## config.mk

```make
export PLATFORM = sky130hd
export DESIGN_NAME = ingress_arbiter
export DESIGN_NICKNAME = d
export VERILOG_FILES = /design/src/rtl/ingress_arbiter_pkg.sv /design/src/rtl/ingress_arbiter_rr.sv /design/src/rtl/ingress_arbiter.sv
export SDC_FILE = /design/constraint.sdc
export NUM_CORES = 1
export LEC_CHECK = 0
export BUFFER_PORTS_ARGS = -buffer_cell sky130_fd_sc_hd__buf_2
export CORE_AREA = 8 8 113 115
export DETAILED_ROUTE_END_ITERATION = 6
export DIE_AREA = 0 0 121 123
export GPL_TIMING_DRIVEN = 0
export PLACE_DENSITY = 0.83
export SYNTH_ARGS = -nofsm -noshare
export SYNTH_HDL_FRONTEND = slang
export SYNTH_SLANG_ARGS = --single-unit
export TNS_END_PERCENT = 30
```

## constraint.sdc

```tcl
create_clock -name aclk -period 3.4 [get_ports aclk]
set_clock_uncertainty 0.05 [all_clocks]
set_input_delay 0.68 -clock aclk [delete_from_list [all_inputs] [get_ports aclk]]
set_output_delay 0.68 -clock aclk [all_outputs]
set_load 0.03 [all_outputs]
```

## src/rtl/ingress_arbiter_pkg.sv

```systemverilog
// Shared types for the RX ingress merge: source beat, VNP4 pipeline beat, FSM states
// and the origin one-hot helper used to stamp user_src_pf/user_src_cmac.
package ingress_arbiter_pkg;

    localparam int PF_SEL_W   = 4;
    localparam int CMAC_SEL_W = 10;
    localparam int SRC_IDX_W  = 4;
    localparam int DATA_W     = 64;
    localparam int KEEP_W     = DATA_W / 8;
    localparam int SIZE_W     = 16;

    typedef enum logic {
        ST_IDLE,
        ST_BUSY
    } arb_state_t;

    typedef struct packed {
        logic [DATA_W-1:0] data;
        logic [KEEP_W-1:0] keep;
        logic              last;
        logic [SIZE_W-1:0] user_size;
    } axis_beat_t;

    typedef struct packed {
        logic [DATA_W-1:0]     data;
        logic [KEEP_W-1:0]     keep;
        logic                  last;
        logic [SIZE_W-1:0]     user_size;
        logic                  user_valid;
        logic [PF_SEL_W-1:0]   user_src_pf;
        logic [CMAC_SEL_W-1:0] user_src_cmac;
        logic [PF_SEL_W-1:0]   user_dst_pf;
        logic [CMAC_SEL_W-1:0] user_dst_cmac;
        logic                  user_to_direction;
    } vnp4_beat_t;

    // Requesters 0..num_pf-1 are PFs, the rest are CMAC ports.
    function automatic logic [CMAC_SEL_W+PF_SEL_W-1:0] src_onehot(
        input logic [SRC_IDX_W-1:0] r,
        input logic [SRC_IDX_W-1:0] num_pf
    );
        logic [PF_SEL_W-1:0]   pf;
        logic [CMAC_SEL_W-1:0] cm;
        pf = '0;
        cm = '0;
        if (r < num_pf)
            pf = PF_SEL_W'(1) << r;
        else
            cm = CMAC_SEL_W'(1) << (r - num_pf);
        return {cm, pf};
    endfunction

endpackage

```

## src/rtl/ingress_arbiter_rr.sv

```systemverilog
// Combinational rotate-priority pick: first requester after last_grant, wrapping mod N.
// Zero latency; holds no state, so backpressure is the caller's concern.
module ingress_arbiter_rr #(
    parameter int N = 2
) (
    input  logic [N-1:0]         req,
    input  logic [$clog2(N)-1:0] last_grant,
    output logic [$clog2(N)-1:0] grant,
    output logic                 any_req
);
    localparam int IW = $clog2(N);

    logic [IW:0] cand;
    logic        found;

    always_comb begin
        grant = last_grant;
        found = 1'b0;
        cand  = '0;
        for (int k = 1; k <= N; k++) begin
            cand = {1'b0, last_grant} + (IW+1)'(k);
            if (cand >= (IW+1)'(N))
                cand = cand - (IW+1)'(N);
            if (!found && req[cand[IW-1:0]]) begin
                found = 1'b1;
                grant = cand[IW-1:0];
            end
        end
    end

    assign any_req = |req;

endmodule

```

## src/rtl/ingress_arbiter.sv

```systemverilog
// Packet-granular round-robin merge of PF and CMAC sources into one VNP4 stream; valid->out in 2 cycles.
// Only the granted source sees ready (buffer empty or draining); grant held until its last beat is taken.
module ingress_arbiter
    import ingress_arbiter_pkg::*;
#(
    parameter int NUM_PHYS_FUNC = 1,
    parameter int NUM_CMAC_PORT = 1
) (
    input  logic                             aclk,
    input  logic                             aresetn,
    input  logic       [NUM_PHYS_FUNC-1:0]   s_axis_pf_valid,
    output logic       [NUM_PHYS_FUNC-1:0]   s_axis_pf_ready,
    input  axis_beat_t [NUM_PHYS_FUNC-1:0]   s_axis_pf_beat,
    input  logic       [NUM_CMAC_PORT-1:0]   s_axis_cmac_valid,
    output logic       [NUM_CMAC_PORT-1:0]   s_axis_cmac_ready,
    input  axis_beat_t [NUM_CMAC_PORT-1:0]   s_axis_cmac_beat,
    output logic                             m_axis_valid,
    input  logic                             m_axis_ready,
    output vnp4_beat_t                       m_axis_beat
);
    localparam int N  = NUM_PHYS_FUNC + NUM_CMAC_PORT;
    localparam int IW = $clog2(N);

    logic [N-1:0] src_valid;
    logic [N-1:0] src_ready;
    axis_beat_t   src_beat [N];

    for (genvar i = 0; i < NUM_PHYS_FUNC; i++) begin : g_pf
        assign src_valid[i] = s_axis_pf_valid[i];
        assign src_beat[i]  = s_axis_pf_beat[i];
    end
    for (genvar j = 0; j < NUM_CMAC_PORT; j++) begin : g_cmac
        assign src_valid[NUM_PHYS_FUNC+j] = s_axis_cmac_valid[j];
        assign src_beat[NUM_PHYS_FUNC+j]  = s_axis_cmac_beat[j];
    end

    arb_state_t state;
    logic [IW-1:0] grant, last_grant, arb_grant;
    logic          any_req, take, accept;
    logic          buff_valid;
    axis_beat_t    buff_beat;
    logic [CMAC_SEL_W+PF_SEL_W-1:0] buff_src;

    ingress_arbiter_rr #(.N(N)) u_rr (
        .req        (src_valid),
        .last_grant (last_grant),
        .grant      (arb_grant),
        .any_req    (any_req)
    );

    // Ready may assert while the buffer drains in the same cycle, giving full rate.
    assign take      = (state == ST_BUSY) && (!buff_valid || m_axis_ready);
    assign accept    = take && src_valid[grant];
    assign src_ready = take ? (N'(1) << grant) : '0;

    assign s_axis_pf_ready   = src_ready[NUM_PHYS_FUNC-1:0];
    assign s_axis_cmac_ready = src_ready[N-1:NUM_PHYS_FUNC];

    always_ff @(posedge aclk or negedge aresetn) begin
        if (!aresetn) begin
            state      <= ST_IDLE;
            grant      <= '0;
            last_grant <= IW'(N-1);
            buff_valid <= 1'b0;
            buff_beat  <= '0;
            buff_src   <= '0;
        end else begin
            case (state)
                ST_IDLE: if (any_req) begin
                    grant <= arb_grant;
                    state <= ST_BUSY;
                end
                ST_BUSY: if (accept && src_beat[grant].last) begin
                    last_grant <= grant;
                    state      <= ST_IDLE;
                end
                default: state <= ST_IDLE;
            endcase

            if (accept) begin
                buff_valid <= 1'b1;
                buff_beat  <= src_beat[grant];
                buff_src   <= src_onehot(SRC_IDX_W'(grant), SRC_IDX_W'(NUM_PHYS_FUNC));
            end else if (m_axis_ready) begin
                buff_valid <= 1'b0;
            end
        end
    end

    // Destination fields stay zero: the pipeline resolves where the packet goes.
    always_comb begin
        m_axis_beat               = '0;
        m_axis_beat.data          = buff_beat.data;
        m_axis_beat.keep          = buff_beat.keep;
        m_axis_beat.last          = buff_beat.last;
        m_axis_beat.user_size     = buff_beat.user_size;
        m_axis_beat.user_valid    = buff_valid;
        m_axis_beat.user_src_pf   = buff_src[PF_SEL_W-1:0];
        m_axis_beat.user_src_cmac = buff_src[PF_SEL_W +: CMAC_SEL_W];
    end

    assign m_axis_valid = buff_valid;

endmodule

```

==> results.py <==
metrics = {
    "final_layout": {
        "multiInputGateArea_um2": 1924,
        "antenna_cells": 0,
        "drive_above_1_share": 0.4870,
        "nFillCells": 958,
        "finalNetCount": 870,
        "regArea_um2": 2379,
        "syn_to_final_growth_pct": 42.67,
    },
    "yosys": {
        "synth-simple-area-share": 0.01867,
        "synth_area_leaders": "dfrtp_1 51%, a221o_1 19%, o31a_1 17%, buf_4 4.9%, clkbuf_1 2.8%",
        "async_reset_ff_frac": 1.000,
        "synth.area.mux_share": 0.005141,
        "synth_top_family_by_area": "compound AO/OA/AOI/OAI gates",
        "synth_cells": 372,
        "synth_warnings": 0,
        "ys_ff_latch": 95,
        "synth_top_flop_cell": "dfrtp_1",
        "synth_compound_area_frac": 0.3704,
        "yosysTopAreaCellShare": 0.5087,
        "synth_area_um2": 4624,
        "synth.most_common_cell": "dfrtp_1",
        "synth_common_cells": "94 x dfrtp_1, 88 x a221o_1, 88 x o31a_1",
        "synth_xor_area_frac": 0,
        "syn_area_per_cell_um2": 12.43,
        "synthAdderAreaFrac": 0,
        "ys_seq_area_frac": 0.5143,
        "synth_top_cell_by_area": "dfrtp_1",
        "yosys.cell_types.count": 26,
        "synth_edf_count": 0,
    },
    "routing": {
        "wirelength_mm": 17.74,
        "drc": 0,
        "ant_nets": 0,
        "vias": 4808,
        "avgViaCountPerCell": 5.772,
        "wire_per_inst_um": 21.29,
        "drtIter0Drc": 395,
        "first_pass_iters": 5,
    },
    "clocking": {
        "clk_pin_slew_worst_paths_ns": 0.06,
        "clock_sinks": 95,
        "hold_buffers": 0,
        "clockBufferDepth": 2,
        "cts.htree.levels": 3,
        "cts_tree": "built",
        "cts_buffers": 9,
        "cts_resized": 0,
        "cts_root_buf": "clkbuf_16",
        "cts_setup_buffers": 0,
        "clkLatencyLatePin_ns": 0.33,
    },
    "global_route": {
        "grt_max_degree": 50,
        "first_global_vias": 5124,
        "grt-ovfl-total": 0,
        "grt_usage": 0.2249,
        "grt_pass1_wl_mm": 26.57,
        "antenna_found_initial": 0,
    },
    "setup_path": {
        "path_max_fanout": 10,
        "path_class": "primary input to output pin",
        "cp.arrival_ns": 1.88,
        "startpoint_type": "primary input",
        "critPathCaptureType": "output pin",
        "cp_data_required_time_ns": 2.67,
    },
    "power": {
        "power_density_nw_per_um2": 1048,
        "swShare": 0.4633,
        "power.internal_mw": 3.712,
        "ir_drop_uv": 444.7,
        "p_leak_nw": 3.349,
        "seq_power_share": 0.288,
        "p_switching_mw": 3.204,
        "clkPwrFrac": 0.142,
        "combPwrFrac": 0.569,
    },
    "floorplanning": {
        "die_area_um2": 14880,
        "coreArea_um2": 11080,
        "ios": 305,
        "initial_core_util": 0.4175,
        "fp.dieW_um": 121,
        "die_h_um": 123,
        "rows": 39,
    },
    "sta": {
        "fin_crit_sh": 0.7682,
        "finalSetupViolCount": 0,
        "drv_slew": 0,
        "hold_ws_ns": 0.3073,
        "period_minus_slack_ns": 2.612,
        "rsz0062_at_grt": "false",
        "finalSetupTns_ns": 0,
        "hold_viol": 0,
        "max_freq_mhz": 382.9,
        "maxSlewHeadroom": 0.4320,
        "tightest_slew_ns": 0.8474,
    },
    "run_status": {
        "status": "completed",
    },
    "flow_run": {
        "cap_violations": 0,
    },
    "hold_path": {
        "worstHoldPathType": "primary input to asynchronous set/reset pin",
    },
    "placed_design": {
        "portBuffers": 277,
        "routabilityCongestion": 0.8633,
        "dp_hpwl_mm": 13.79,
    },
}
[layout by cell type, fill, tap and decap left out]
cell type and instances:
buf_2 287, dfrtp_1 94, o31a_1 88, a221o_1 88, clkbuf_1 38, buf_4 31, conb_1 27, clkbuf_16 9
nand2_1 5, a21o_1 2, o21ai_1 2, inv_2 1, buf_1 1, and2b_4 1, nor3_1 1, nand2b_1 1
and3_1 1, mux2i_2 1, or3_1 1, mux2i_1 1, o32a_1 1, nor3_2 1, nor4b_4 1, a32o_1 1
o41ai_1 1, o31ai_1 1, clkbuf_8 1, bufinv_16 1, dfstp_2 1, buf_16 1
[metrics by stage]
| step | cell area (um2) | util | power [mW] | instances | setup slack (ns) |
|---|---|---|---|---|---|
| after floorplan | 4722 | - | 4.699 | 398 | 0.8202 |
| after global placement | 6287 | 0.5676 | 5.810 | 818 | 0.7100 |
| after detailed placement | 6317 | 0.5703 | 5.949 | 819 | 0.7263 |
| after CTS | 6598 | 0.5956 | 6.951 | 833 | 0.7729 |
| after global routing | 6598 | 0.5956 | 7.259 | 833 | 0.7397 |
| final | 6598 | 0.5956 | 6.916 | 833 | 0.7880 |
[per-layer routing]
layer | GRT usage | vias up | routed length [um]
li1 | - | 2124 | -
met1 | 0.2516 | 2358 | 6741
met2 | 0.3845 | 286 | 8837
met3 | 0.06712 | 40 | 1614
met4 | 0.1140 | 0 | 544
met5 | 0 | - | 0
[final timing paths]
check | cells past startpoint | startpoint | to | slack [ns]
worst min-delay path | 1 | aresetn | m_axis_beat[74]$_DFFE_PN0P_ | 0.31
worst max register to register | 5 | m_axis_valid$_DFFE_PN0P_ | m_axis_beat[63]$_DFFE_PN0P_ | 1.08
max in group asynchronous | 2 | aresetn | m_axis_beat[31]$_DFFE_PN0P_ | 2.33
worst min register to register | 1 | buff_src[4]$_DFFE_PN0P_ | buff_src[4]$_DFFE_PN0P_ | 0.44
worst max-delay path | 6 | m_axis_ready | s_axis_pf_ready | 0.79
min in group aclk | 1 | buff_src[4]$_DFFE_PN0P_ | buff_src[4]$_DFFE_PN0P_ | 0.44
[area by class of cell]
cell class	count	share of cell area
Sequential cell	95	0.3605
Tap cell	143	0.02712
Inverter	1	0.0005689
Clock inverter	1	0.004551
Multi-Input combinational cell	225	0.2917
Buffer	77	0.06296
Timing Repair Buffer	278	0.2147
Clock buffer	13	0.03793
[power by group through the flow]
stage	clock [mW]	combinational, mW	sequential [mW]
final	0.985	3.94	1.99
after global routing	1.05	4.16	2.05
after CTS	1.00	3.96	1.99
after detailed placement	0	3.95	2.00
after global placement	0	3.84	1.97
after floorplan	0	1.68	3.02
[sequential cells by signal, indices dropped and copies added, names as in the netlist]
name and cells:
m_axis_beat 89, buff_src 2, grant 1, last_grant 1
m_axis_valid 1, state 1
[logic make-up after synthesis]
family | count (synthesis)
multiplexers | 2
flip-flops | 95
buffers and inverters | 78
other | 1
AND/OR/NAND/NOR | 12
AO/OA/AOI/OAI | 184
[worst max-delay path: stages]
cell	delay (ns)
buf_2	0.10
and2b_4	0.28
buf_2	0.28
buf_2	0.28
nor3_1	0.06
buf_2	0.19
Power figures use the tool's default switching activity.
